===== src/rtl/key_debouncer.sv =====
// -----------------------------------------------------------------------------
// key_debouncer
//   Front-end conditioner for board pushbuttons and switches. Every channel is
//   synchronised to Clock, normalised so that 1 means "pressed", and filtered
//   so that a level change is accepted only after STABLE_CYCLES consecutive
//   identical samples. The clean level is glitch-free and synchronous, which is
//   what the downstream single-pulse press detector expects on its input.
//
// Parameters
//   WIDTH         number of independent channels
//   STABLE_CYCLES consecutive identical samples needed to accept a change (>= 2)
//   ACTIVE_LOW    1: raw=0 means pressed, 0: raw=1 means pressed
//
// Ports
//   Clock    in   1      system clock
//   Reset    in   1      synchronous reset, active-high
//   raw      in   WIDTH  asynchronous button/switch inputs
//   clean    out  WIDTH  debounced level, 1 = pressed (registered)
//   pending  out  WIDTH  1 while a channel is qualifying a level change (registered)
// -----------------------------------------------------------------------------
module key_debouncer #(
  parameter int WIDTH         = 4,
  parameter int STABLE_CYCLES = 4,
  parameter bit ACTIVE_LOW    = 1'b1
) (
  input  logic             Clock,
  input  logic             Reset,
  input  logic [WIDTH-1:0] raw,
  output logic [WIDTH-1:0] clean,
  output logic [WIDTH-1:0] pending
);

  localparam int CNT_W = $clog2(STABLE_CYCLES + 1);
  localparam logic [CNT_W-1:0] CNT_ZERO = {CNT_W{1'b0}};
  localparam logic [CNT_W-1:0] CNT_ONE  = CNT_W'(1);
  localparam logic [CNT_W-1:0] CNT_LAST = CNT_W'(STABLE_CYCLES - 1);
  // Level the synchronizer holds while the button is not pressed.
  localparam logic [WIDTH-1:0] RELEASED = ACTIVE_LOW ? {WIDTH{1'b1}} : {WIDTH{1'b0}};

  if (STABLE_CYCLES < 2) begin : g_bad_stable_cycles
    $error("key_debouncer: STABLE_CYCLES must be >= 2");
  end

  typedef enum logic [1:0] {
    ST_LOW    = 2'd0,
    ST_PEND_H = 2'd1,
    ST_HIGH   = 2'd2,
    ST_PEND_L = 2'd3
  } state_e;

  logic [WIDTH-1:0] sync1_q;
  logic [WIDTH-1:0] sync2_q;
  logic [WIDTH-1:0] sample_s;

  // Two-flop synchronizer; reset parks it at the released level so no
  // spurious press is seen right after Reset.
  always_ff @(posedge Clock) begin
    if (Reset) begin
      sync1_q <= RELEASED;
      sync2_q <= RELEASED;
    end else begin
      sync1_q <= raw;
      sync2_q <= sync1_q;
    end
  end

  // Polarity normalisation: 1 always means pressed from here on.
  assign sample_s = sync2_q ^ {WIDTH{ACTIVE_LOW}};

  for (genvar g = 0; g < WIDTH; g++) begin : g_chan
    state_e           state_q;
    state_e           state_d;
    logic [CNT_W-1:0] cnt_q;
    logic [CNT_W-1:0] cnt_d;
    logic             clean_q;
    logic             pending_q;

    // Next-state logic of the per-channel qualification FSM.
    always_comb begin
      state_d = state_q;
      cnt_d   = cnt_q;
      case (state_q)
        ST_LOW: begin
          if (sample_s[g]) begin
            state_d = ST_PEND_H;
            cnt_d   = CNT_ONE;
          end else begin
            state_d = ST_LOW;
            cnt_d   = CNT_ZERO;
          end
        end
        ST_PEND_H: begin
          if (!sample_s[g]) begin
            // Opposite sample: glitch rejected, back to the stable level.
            state_d = ST_LOW;
            cnt_d   = CNT_ZERO;
          end else if (cnt_q == CNT_LAST) begin
            state_d = ST_HIGH;
            cnt_d   = CNT_ZERO;
          end else begin
            state_d = ST_PEND_H;
            cnt_d   = cnt_q + CNT_ONE;
          end
        end
        ST_HIGH: begin
          if (!sample_s[g]) begin
            state_d = ST_PEND_L;
            cnt_d   = CNT_ONE;
          end else begin
            state_d = ST_HIGH;
            cnt_d   = CNT_ZERO;
          end
        end
        ST_PEND_L: begin
          if (sample_s[g]) begin
            state_d = ST_HIGH;
            cnt_d   = CNT_ZERO;
          end else if (cnt_q == CNT_LAST) begin
            state_d = ST_LOW;
            cnt_d   = CNT_ZERO;
          end else begin
            state_d = ST_PEND_L;
            cnt_d   = cnt_q + CNT_ONE;
          end
        end
        default: begin
          state_d = ST_LOW;
          cnt_d   = CNT_ZERO;
        end
      endcase
    end

    // State/counter registers plus output flops decoded from the next state,
    // so outputs are registered yet track the FSM state with no extra delay.
    always_ff @(posedge Clock) begin
      if (Reset) begin
        state_q   <= ST_LOW;
        cnt_q     <= CNT_ZERO;
        clean_q   <= 1'b0;
        pending_q <= 1'b0;
      end else begin
        state_q   <= state_d;
        cnt_q     <= cnt_d;
        clean_q   <= (state_d == ST_HIGH) || (state_d == ST_PEND_L);
        pending_q <= (state_d == ST_PEND_H) || (state_d == ST_PEND_L);
      end
    end

    assign clean[g]   = clean_q;
    assign pending[g] = pending_q;
  end

endmodule


===== config.mk =====
export PLATFORM = sky130hd
export DESIGN_NAME = key_debouncer
export DESIGN_NICKNAME = d
export VERILOG_FILES = /design/src/rtl/key_debouncer.sv
export SDC_FILE = /design/constraint.sdc
export NUM_CORES = 1
export LEC_CHECK = 0
export ABC_AREA = 1
export BUFFER_PORTS_ARGS = -buffer_cell sky130_fd_sc_hd__buf_2
export CORE_MARGIN = 8
export CORE_UTILIZATION = 56
export DETAILED_ROUTE_END_ITERATION = 7
export PLACE_DENSITY_LB_ADDON = 0.05
export SETUP_SLACK_MARGIN = 0.15
export SYNTH_ARGS = -nofsm -noshare
export SYNTH_HDL_FRONTEND = slang
export SYNTH_SLANG_ARGS = --single-unit
export TNS_END_PERCENT = 5

===== constraint.sdc =====
create_clock -name Clock -period 2.1 [get_ports Clock]
set_clock_uncertainty 0.1 [all_clocks]
set_input_delay 0.63 -clock Clock [delete_from_list [all_inputs] [get_ports Clock]]
set_output_delay 0.63 -clock Clock [all_outputs]
set_load 0.01 [all_outputs]

==> flow_summary.json, run 1 <==
{
  "fin_crit_sh_pct": 76.36,
  "critPathTopFamily": "flip-flops",
  "clk_latency_ps": 320,
  "totalWireLength_um": 1649,
  "synth_cells": 146,
  "synth.net_count": 156,
  "avgSynthCellArea_um2": 8.313,
  "slew_headroom_pct": 82.45,
  "yosys_warnings": 0,
  "mostFrequentLayoutCells": "32 x dfxtp_1, 30 x nand2_1, 25 x nor2_1",
  "die_h_um": 62.56,
  "io-pin-count": 14,
  "ir_drop_uv": 598.0,
  "cp-end-kind": "primary output",
  "fill_cells": 209,
  "place.gp.congestion": 0.7698,
  "start_util_pct": 57.06,
  "coreArea_mm2": 0.002127,
  "drt_iter0_drc": 19,
  "grt_pass1_vias": 800,
  "path_cells": "buf_2",
  "clk_pin_slew_ps": 90,
  "p_per_area_mw_per_mm2": 771.2,
  "power_uw": 1003,
  "numPortBuffers": 13,
  "reg2reg_slack_ps": 970,
  "numCtsBuffers": 5,
  "critPathKind": "reg -> out",
  "status": "finished, final reports clean",
  "path_depth": 1,
  "setup_viol": 0,
  "rsz0062_at_grt": "false",
  "num-nets-final": 167,
  "crit_start": "g_chan[0].state_q[0]",
  "routedWlPerCell_um": 8.866,
  "slowest_stage": "dfxtp_1",
  "place_hpwl_um": 1257,
  "startpoint_type": "register",
  "multi_input_area_um2": 411.6,
  "reg2reg_depth": 6,
  "ys_types": 16,
  "cts_tree": "built",
  "worst_pin_slew_ps": 262.9,
  "cp-endpoint": "pending[0]",
  "hold_viol": 0,
  "pre_cts_slack_ps": 587.9,
  "gr-total-overflow": 0,
  "cp_max_fo": 5,
  "critical-path-max-stage-delay_ps": 400,
  "reg2reg_to": "g_chan[0].state_q[1]",
  "postCtsSetupRepairBufs": 0,
  "vias": 837,
  "cp.required_ps": 1370,
  "cts_buffer_depth": 2,
  "ctsHoldBuffers": 0,
  "finalCriticalPeriod_ps": 1604,
  "r2r_start": "g_chan[0].cnt_q[0]",
  "grt_pass1_wl_um": 3139,
  "tns_ps": 0,
  "antenna_found_initial": 0,
  "critPathArrivalTime_ps": 870,
  "area_delta_synth_final_pct": 7.217,
  "power_leakage_uw": 0.0006933,
  "firstDrtPassIters": 5,
  "hold_class": "reg -> reg",
  "whs_ps": 313.4,
  "antenna_cells": 0,
  "yosys_register_bits": 32,
  "fp.dieW_um": 62.56,
  "drc": 0,
  "syn-cell-area_mm2": 0.001214,
  "setup_ws_ps": 496.5,
  "postRouteAntennaNets": 0,
  "slew_violations": 0,
  "drive_above_1_share_pct": 19.62,
  "cts-root-buf": "clkbuf_4",
  "fmax_mhz": 623.6,
  "grtUsageTotal_pct": 10.24,
  "rows": 17,
  "final_common_cell": "dfxtp_1",
  "cts-resized-gates": 0,
  "path_buf_inv": 1,
  "grt_max_degree": 13,
  "htreeDepth": 2,
  "die_area_mm2": 0.003913,
  "seq_area_um2": 640.6,
  "cap_violations": 0,
  "avgViaCountPerCell": 4.500,
  "yosysSeqAreaShare_pct": 52.78,
  "clock-sinks": 32
}
==> synth_stat cells (all sizes together) <==
master  instances  area [µm²]
a21oi           1       5.000
inv            24       90.08
dfxtp          32       640.6
o211ai          1       7.510
nand2          30       112.6
nand3b          1       7.510
ha              4       50.05
nand3          10       80.07
o21ai           1       5.000
nor2           25       93.84
buf             9       71.32
or2             8       50.05
==> final cells by class <==
cell class / count / share of cell area [%]
well taps: 28 / 2.692
multi-input cells: 81 / 31.63
repair buffers: 13 / 5.000
clock buffers: 8 / 4.519
inverters: 24 / 6.923
flip-flops and latches: 32 / 49.23
==> stage by stage <==
| step | cells | cell area (µm²) | util (%) |
|---|---|---|---|
| after floorplan | 146 | 1214 | - |
| after global placement | 178 | 1242 | 58.41 |
| after detailed placement | 178 | 1242 | 58.41 |
| after CTS | 186 | 1301 | 61.18 |
| after global routing | 186 | 1301 | 61.18 |
| final | 186 | 1301 | 61.18 |
==> power by group <==
part	internal (µW)	switching [µW]
Combinational	13.8	18.1
Clock	165	182
Sequential	619	5.79
Total	798	206
==> state kept, by name (all words and copies together), names as in the netlist <==
signal and count:
g_chan.clean_q 2, g_chan.cnt_q 12, g_chan.pending_q 3, g_chan.state_q 7
sync1_q 4, sync2_q 4
==> worst register-to-register path, delay by kind of cell, from the launching register on <==
kind / cells / cell delay, ps
DFF: 1 / 350
and+or+nand+nor: 5 / 410
adders and majority gates: 1 / 170
==> metal layers <==
metal / GRT usage, % / wire length [µm] / part of all wire (%) / vias up
met4: 9.402 / 14 / 0.85 / 0
met5: 0 / 0 / 0 / -
met1: 10.52 / 766 / 46 / 367
met3: 4.480 / 123 / 7.5 / 2
li1: - / - / - / 451
met2: 15.39 / 744 / 45 / 17
==> cell families after synthesis <==
group                      Yosys count  synth area share [%]
and+or+nand+nor                     74                 28.35
buffers and inverters               33                 13.30
adders and majority gates            4                 4.124
DFF                                 32                 52.78
AOI/OAI and AO/OA                    3                 1.443
==> how the worst min path moves through the flow <==
stage | from | end | slack, ps | cells after the start
after floorplan | sync1_q[0] | sync2_q[0] | 290 | 1
after global placement | sync1_q[1] | sync2_q[1] | 300 | 1
after detailed placement | sync1_q[3] | sync2_q[3] | 290 | 1
after CTS | sync1_q[3] | sync2_q[3] | 320 | 1
after global routing | sync1_q[1] | sync2_q[1] | 330 | 1
final | sync1_q[1] | sync2_q[1] | 310 | 1
Note: power is estimated with default switching activity, not from simulation.
==> inputs of run 2 (changes only) <==
Settings changed: CORE_UTILIZATION 56 to 50.
Clock period 2.1 ns to 1.3 ns, I/O delays scaled along.
==> flow_summary.json, run 2 (synthesis gave the netlist of run 1 again) <==
{
  "clk_pin_slew_ps": 90,
  "totalWireLength_um": 1812,
  "power_leakage_uw": 0.0007229,
  "area_delta_synth_final_pct": 15.05,
  "hold_viol": 0,
  "cp-end-kind": "primary output",
  "critPathArrivalTime_ps": 780,
  "gr-total-overflow": 0,
  "coreArea_mm2": 0.002387,
  "fin_crit_sh_pct": 97.49,
  "path_cells": "buf_6",
  "drc": 0,
  "grt_max_degree": 12,
  "p_int_uw": 1294,
  "postPlaceCellArea_mm2": 0.001252,
  "critPathTopFamily": "flip-flops",
  "fp.dieW_um": 65.27,
  "postRouteAntennaNets": 0,
  "htreeDepth": 2,
  "die_area_mm2": 0.004260,
  "clkPwrFrac_pct": 35.2,
  "antenna_found_initial": 0,
  "cts-root-buf": "clkbuf_4",
  "grt_pass1_wl_um": 3298,
  "startpoint_type": "register",
  "fin_area_mm2": 0.001396,
  "vias": 868,
  "cts_tree": "built",
  "num-nets-final": 172,
  "start_util_pct": 50.84,
  "avgViaCountPerCell": 4.497,
  "slew_violations": 0,
  "firstDrtPassIters": 4,
  "grt_pass1_vias": 888,
  "setup_viol": 0,
  "cap_violations": 0,
  "critPathKind": "reg -> out",
  "cp_max_fo": 2,
  "io-pin-count": 14,
  "biggestRegsByFlops": "g_chan.cnt_q: 12 flops, g_chan.state_q: 7 flops",
  "p_per_area_mw_per_mm2": 1180,
  "rsz0062_at_grt": "true",
  "cp.required_ps": 810,
  "slowest_stage": "dfxtp_2",
  "numCtsBuffers": 5,
  "seqPwrFrac_pct": 61.3,
  "swShare_pct": 21.47,
  "clock-sinks": 32,
  "drive_above_1_share_pct": 28.83,
  "rows": 18,
  "fmax_mhz": 789.0,
  "p_sw_uw": 353.8,
  "combPwrFrac_pct": 3.6,
  "ir_drop_uv": 691.8,
  "power_uw": 1648,
  "clk_latency_ps": 320,
  "hold_class": "in -> reg",
  "tns_ps": 0,
  "worst_pin_slew_ps": 226.3,
  "place.gp.congestion": 0.7256,
  "final_common_cell": "nand2_1",
  "path_buf_inv": 1,
  "place_hpwl_um": 1289,
  "largest-register": "g_chan.cnt_q",
  "cts_buffer_depth": 2,
  "critical-path-max-stage-delay_ps": 340,
  "numPortBuffers": 13,
  "antenna_cells": 0,
  "drt_iter0_drc": 24,
  "grtUsageTotal_pct": 9.996,
  "die_h_um": 65.27,
  "finalCriticalPeriod_ps": 1267,
  "routedWlPerCell_um": 9.389,
  "mostFrequentLayoutCells": "30 x nand2_1, 25 x dfxtp_1, 24 x nor2_1",
  "status": "finished, final reports clean",
  "largest_register_ffs": 12,
  "slew_headroom_pct": 84.89
}
run 2: changes by cell type in the layout (fill, tap and decap cells not counted):
cell | before | now
buf_2 | 13 | 8
buf_4 | 0 | 5
buf_6 | 0 | 5
dfxtp_1 | 32 | 25
dfxtp_2 | 0 | 7
ha_1 | 4 | 3
ha_2 | 0 | 1
nand3_1 | 7 | 5
nand3_2 | 1 | 3
nor2_1 | 25 | 24
nor2_2 | 0 | 1
run 2: area by class of cell:
type	count	area (µm²)
Clock buffer	8	58.81
Multi-Input combinational cell	81	426.7
Fill cell	231	991.0
Sequential cell	32	649.4
Inverter	24	90.09
Tap cell	30	37.54
Timing Repair Buffer	18	133.9
run 2: per-stage QoR:
stage / util (%) / cells / setup WS (ps) / hold slack (ps)
2_1_floorplan: - / 146 / 281.2 / 289.5
4_1_cts: 56.92 / 193 / 11.04 / 128.6
3_5_place_dp: 52.46 / 181 / 66.14 / 299.3
5_1_grt: 58.49 / 193 / -27.10 / 124.3
6_report: 58.49 / 193 / 32.57 / 144.5
3_3_place_gp: 52.46 / 181 / 99.28 / 297.0
run 2: metal layers:
| layer | up-vias | GRT usage [%] | part of all wire [%] |
|---|---|---|---|
| met5 | - | 0 | 0 |
| met4 | 0 | 8.992 | 4.1 |
| met2 | 21 | 16.24 | 45 |
| li1 | 460 | - | - |
| met3 | 9 | 4.932 | 5.7 |
| met1 | 378 | 9.063 | 45 |
run 2: final timing paths:
path | from | end | slack [ps] | cells after the start
worst max-delay path | g_chan[3].state_q[1] | clean[3] | 30 | 1
worst min-delay path | raw[0] | sync1_q[0] | 140 | 2
worst min register to register | sync1_q[2] | sync2_q[2] | 310 | 1
worst max register to register | g_chan[0].cnt_q[0] | g_chan[0].clean_q | 220 | 6
run 2: power groups by stage:
stage	logic [µW]	clock network (µW)	registers (µW)
floorplan	42.7	0	1030
global placement	53.8	0	1030
detailed placement	56.1	0	1030
CTS	57.8	607	1010
global route	67.2	661	1010
finish	58.6	580	1010
run 2: repair_timing:
item | 4_1_cts | 5_1_grt
endpoints found under the setup margin | 8 | 16
buffers inserted | 4 | 0
hold buffers | 0 | 0
gates resized for setup | 6 | 10
endpoints found under the hold margin | 0 | 0
cloned | 0 | 0
==> inputs of run 3 (changes only) <==
Settings changed: CORE_ASPECT_RATIO set to 0.9, CORE_UTILIZATION 50 to 40, PLACE_DENSITY_LB_ADDON 0.05 to 0.2.
==> flow_summary.json, run 3 (synthesis gave the netlist of run 1 again) <==
{
  "postRouteAntennaNets": 0,
  "fp.dieW_um": 74.06,
  "fin_crit_sh_pct": 98.67,
  "firstDrtPassIters": 4,
  "cap_violations": 0,
  "hold_viol": 0,
  "coreArea_mm2": 0.002972,
  "fmax_mhz": 779.6,
  "clock-sinks": 32,
  "final_common_cell": "nand2_1",
  "clk_latency_ps": 330,
  "ctsHoldBuffers": 0,
  "routedWlPerCell_um": 8.794,
  "postLayoutCoreUtil_pct": 48.21,
  "totalWireLength_um": 1794,
  "p_per_area_mw_per_mm2": 1160,
  "numPortBuffers": 13,
  "slew_headroom_pct": 88.06,
  "biggestRegsByFlops": "g_chan.cnt_q: 12 flops, g_chan.state_q: 7 flops",
  "cp_max_fo": 3,
  "area_delta_synth_final_pct": 18.04,
  "grt_pass1_wl_um": 3236,
  "reg2reg_slack_ps": 230,
  "antenna_cells": 0,
  "critPathArrivalTime_ps": 790,
  "drt_iter0_drc": 27,
  "place.gp.congestion": 0.8167,
  "die_h_um": 68.26,
  "cp.required_ps": 810,
  "num-nets-final": 171,
  "grt_pass1_vias": 797,
  "rsz0062_at_grt": "true",
  "ir_drop_uv": 538.9,
  "critPathTopFamily": "flip-flops",
  "grt_max_degree": 11,
  "slowest_stage": "dfxtp_2",
  "start_util_pct": 40.84,
  "status": "finished, final reports clean",
  "largest-register": "g_chan.cnt_q",
  "largest_register_ffs": 12,
  "power_leakage_uw": 0.0007173,
  "startpoint_type": "register",
  "avgViaCountPerCell": 4.054,
  "grtUsageTotal_pct": 8.522,
  "mostFrequentLayoutCells": "27 x nand2_1, 25 x dfxtp_1, 24 x nor2_1",
  "critical-path-max-stage-delay_ps": 360,
  "critPathKind": "reg -> out",
  "gr-total-overflow": 0,
  "hold_class": "in -> reg",
  "cts_tree": "built",
  "rows": 19,
  "drc": 0,
  "htreeDepth": 2,
  "clk_pin_slew_ps": 100,
  "setup_viol": 0,
  "place_hpwl_um": 1253,
  "vias": 827,
  "cts_buffer_depth": 2,
  "slew_violations": 0,
  "path_buf_inv": 1,
  "worst_pin_slew_ps": 178.6,
  "cp-end-kind": "primary output",
  "path_cells": "buf_6",
  "numCtsBuffers": 5,
  "io-pin-count": 14,
  "die_area_mm2": 0.005055,
  "finalCriticalPeriod_ps": 1283,
  "antenna_found_initial": 0,
  "whs_ps": 132.2,
  "cts-root-buf": "clkbuf_4",
  "drive_above_1_share_pct": 33.33
}
[run 3: per-layer routing]
metal / GRT usage [%] / share of wire [%] / vias to the layer above
met5: 0 / 0 / -
met4: 7.463 / 2.7 / 0
met3: 3.367 / 6.7 / 5
met2: 12.72 / 40 / 16
met1: 9.338 / 50 / 349
li1: - / - / 457
[run 3: path summary, 6_finish.rpt]
| path | startpoint | endpoint | cells after the start |
|---|---|---|---|
| hold reg to reg | sync1_q[0] | sync2_q[0] | 1 |
| setup reg to reg | g_chan[0].cnt_q[0] | g_chan[0].clean_q | 6 |
| hold / removal | raw[3] | sync1_q[3] | 2 |
| setup / recovery | g_chan[3].state_q[1] | clean[3] | 1 |
[run 3: metrics by stage]
stage                     worst slack (ps)  total power (µW)  cells  TNS [ps]  cell area [µm²]
final                                17.25              1662    204         0             1433
after global placement               114.2              1087    193         0             1267
after floorplan                      281.2              1073    146         0             1214
after global routing                -24.37              1740    204    -54.84             1433
after detailed placement             76.57              1088    193         0             1267
after CTS                           0.7824              1678    204         0             1369
[run 3: repair_timing]
item	in CTS	in global routing
setup buffers	3	0
setup endpoints to repair	10	19
pin swaps	0	1
endpoints found under the hold margin	0	0
resized for setup	6	17
[run 3: final cells by class]
type | count | area (µm²)
clock buffer | 6 | 51.30
clock inverter | 2 | 10.01
fill | 306 | 1539
inverter | 24 | 90.09
multi-input combinational | 81 | 459.2
sequential | 32 | 649.4
tap | 42 | 52.55
timing repair buffer | 17 | 120.1
[run 3: power by group]
| group | leakage, µW | internal, µW | total, µW | switching (µW) |
|---|---|---|---|---|
| clock network | 0.0000380 | 257 | 592 | 335 |
| logic | 0.000415 | 27.1 | 59.3 | 32.2 |
| registers | 0.000264 | 1000 | 1010 | 10.1 |
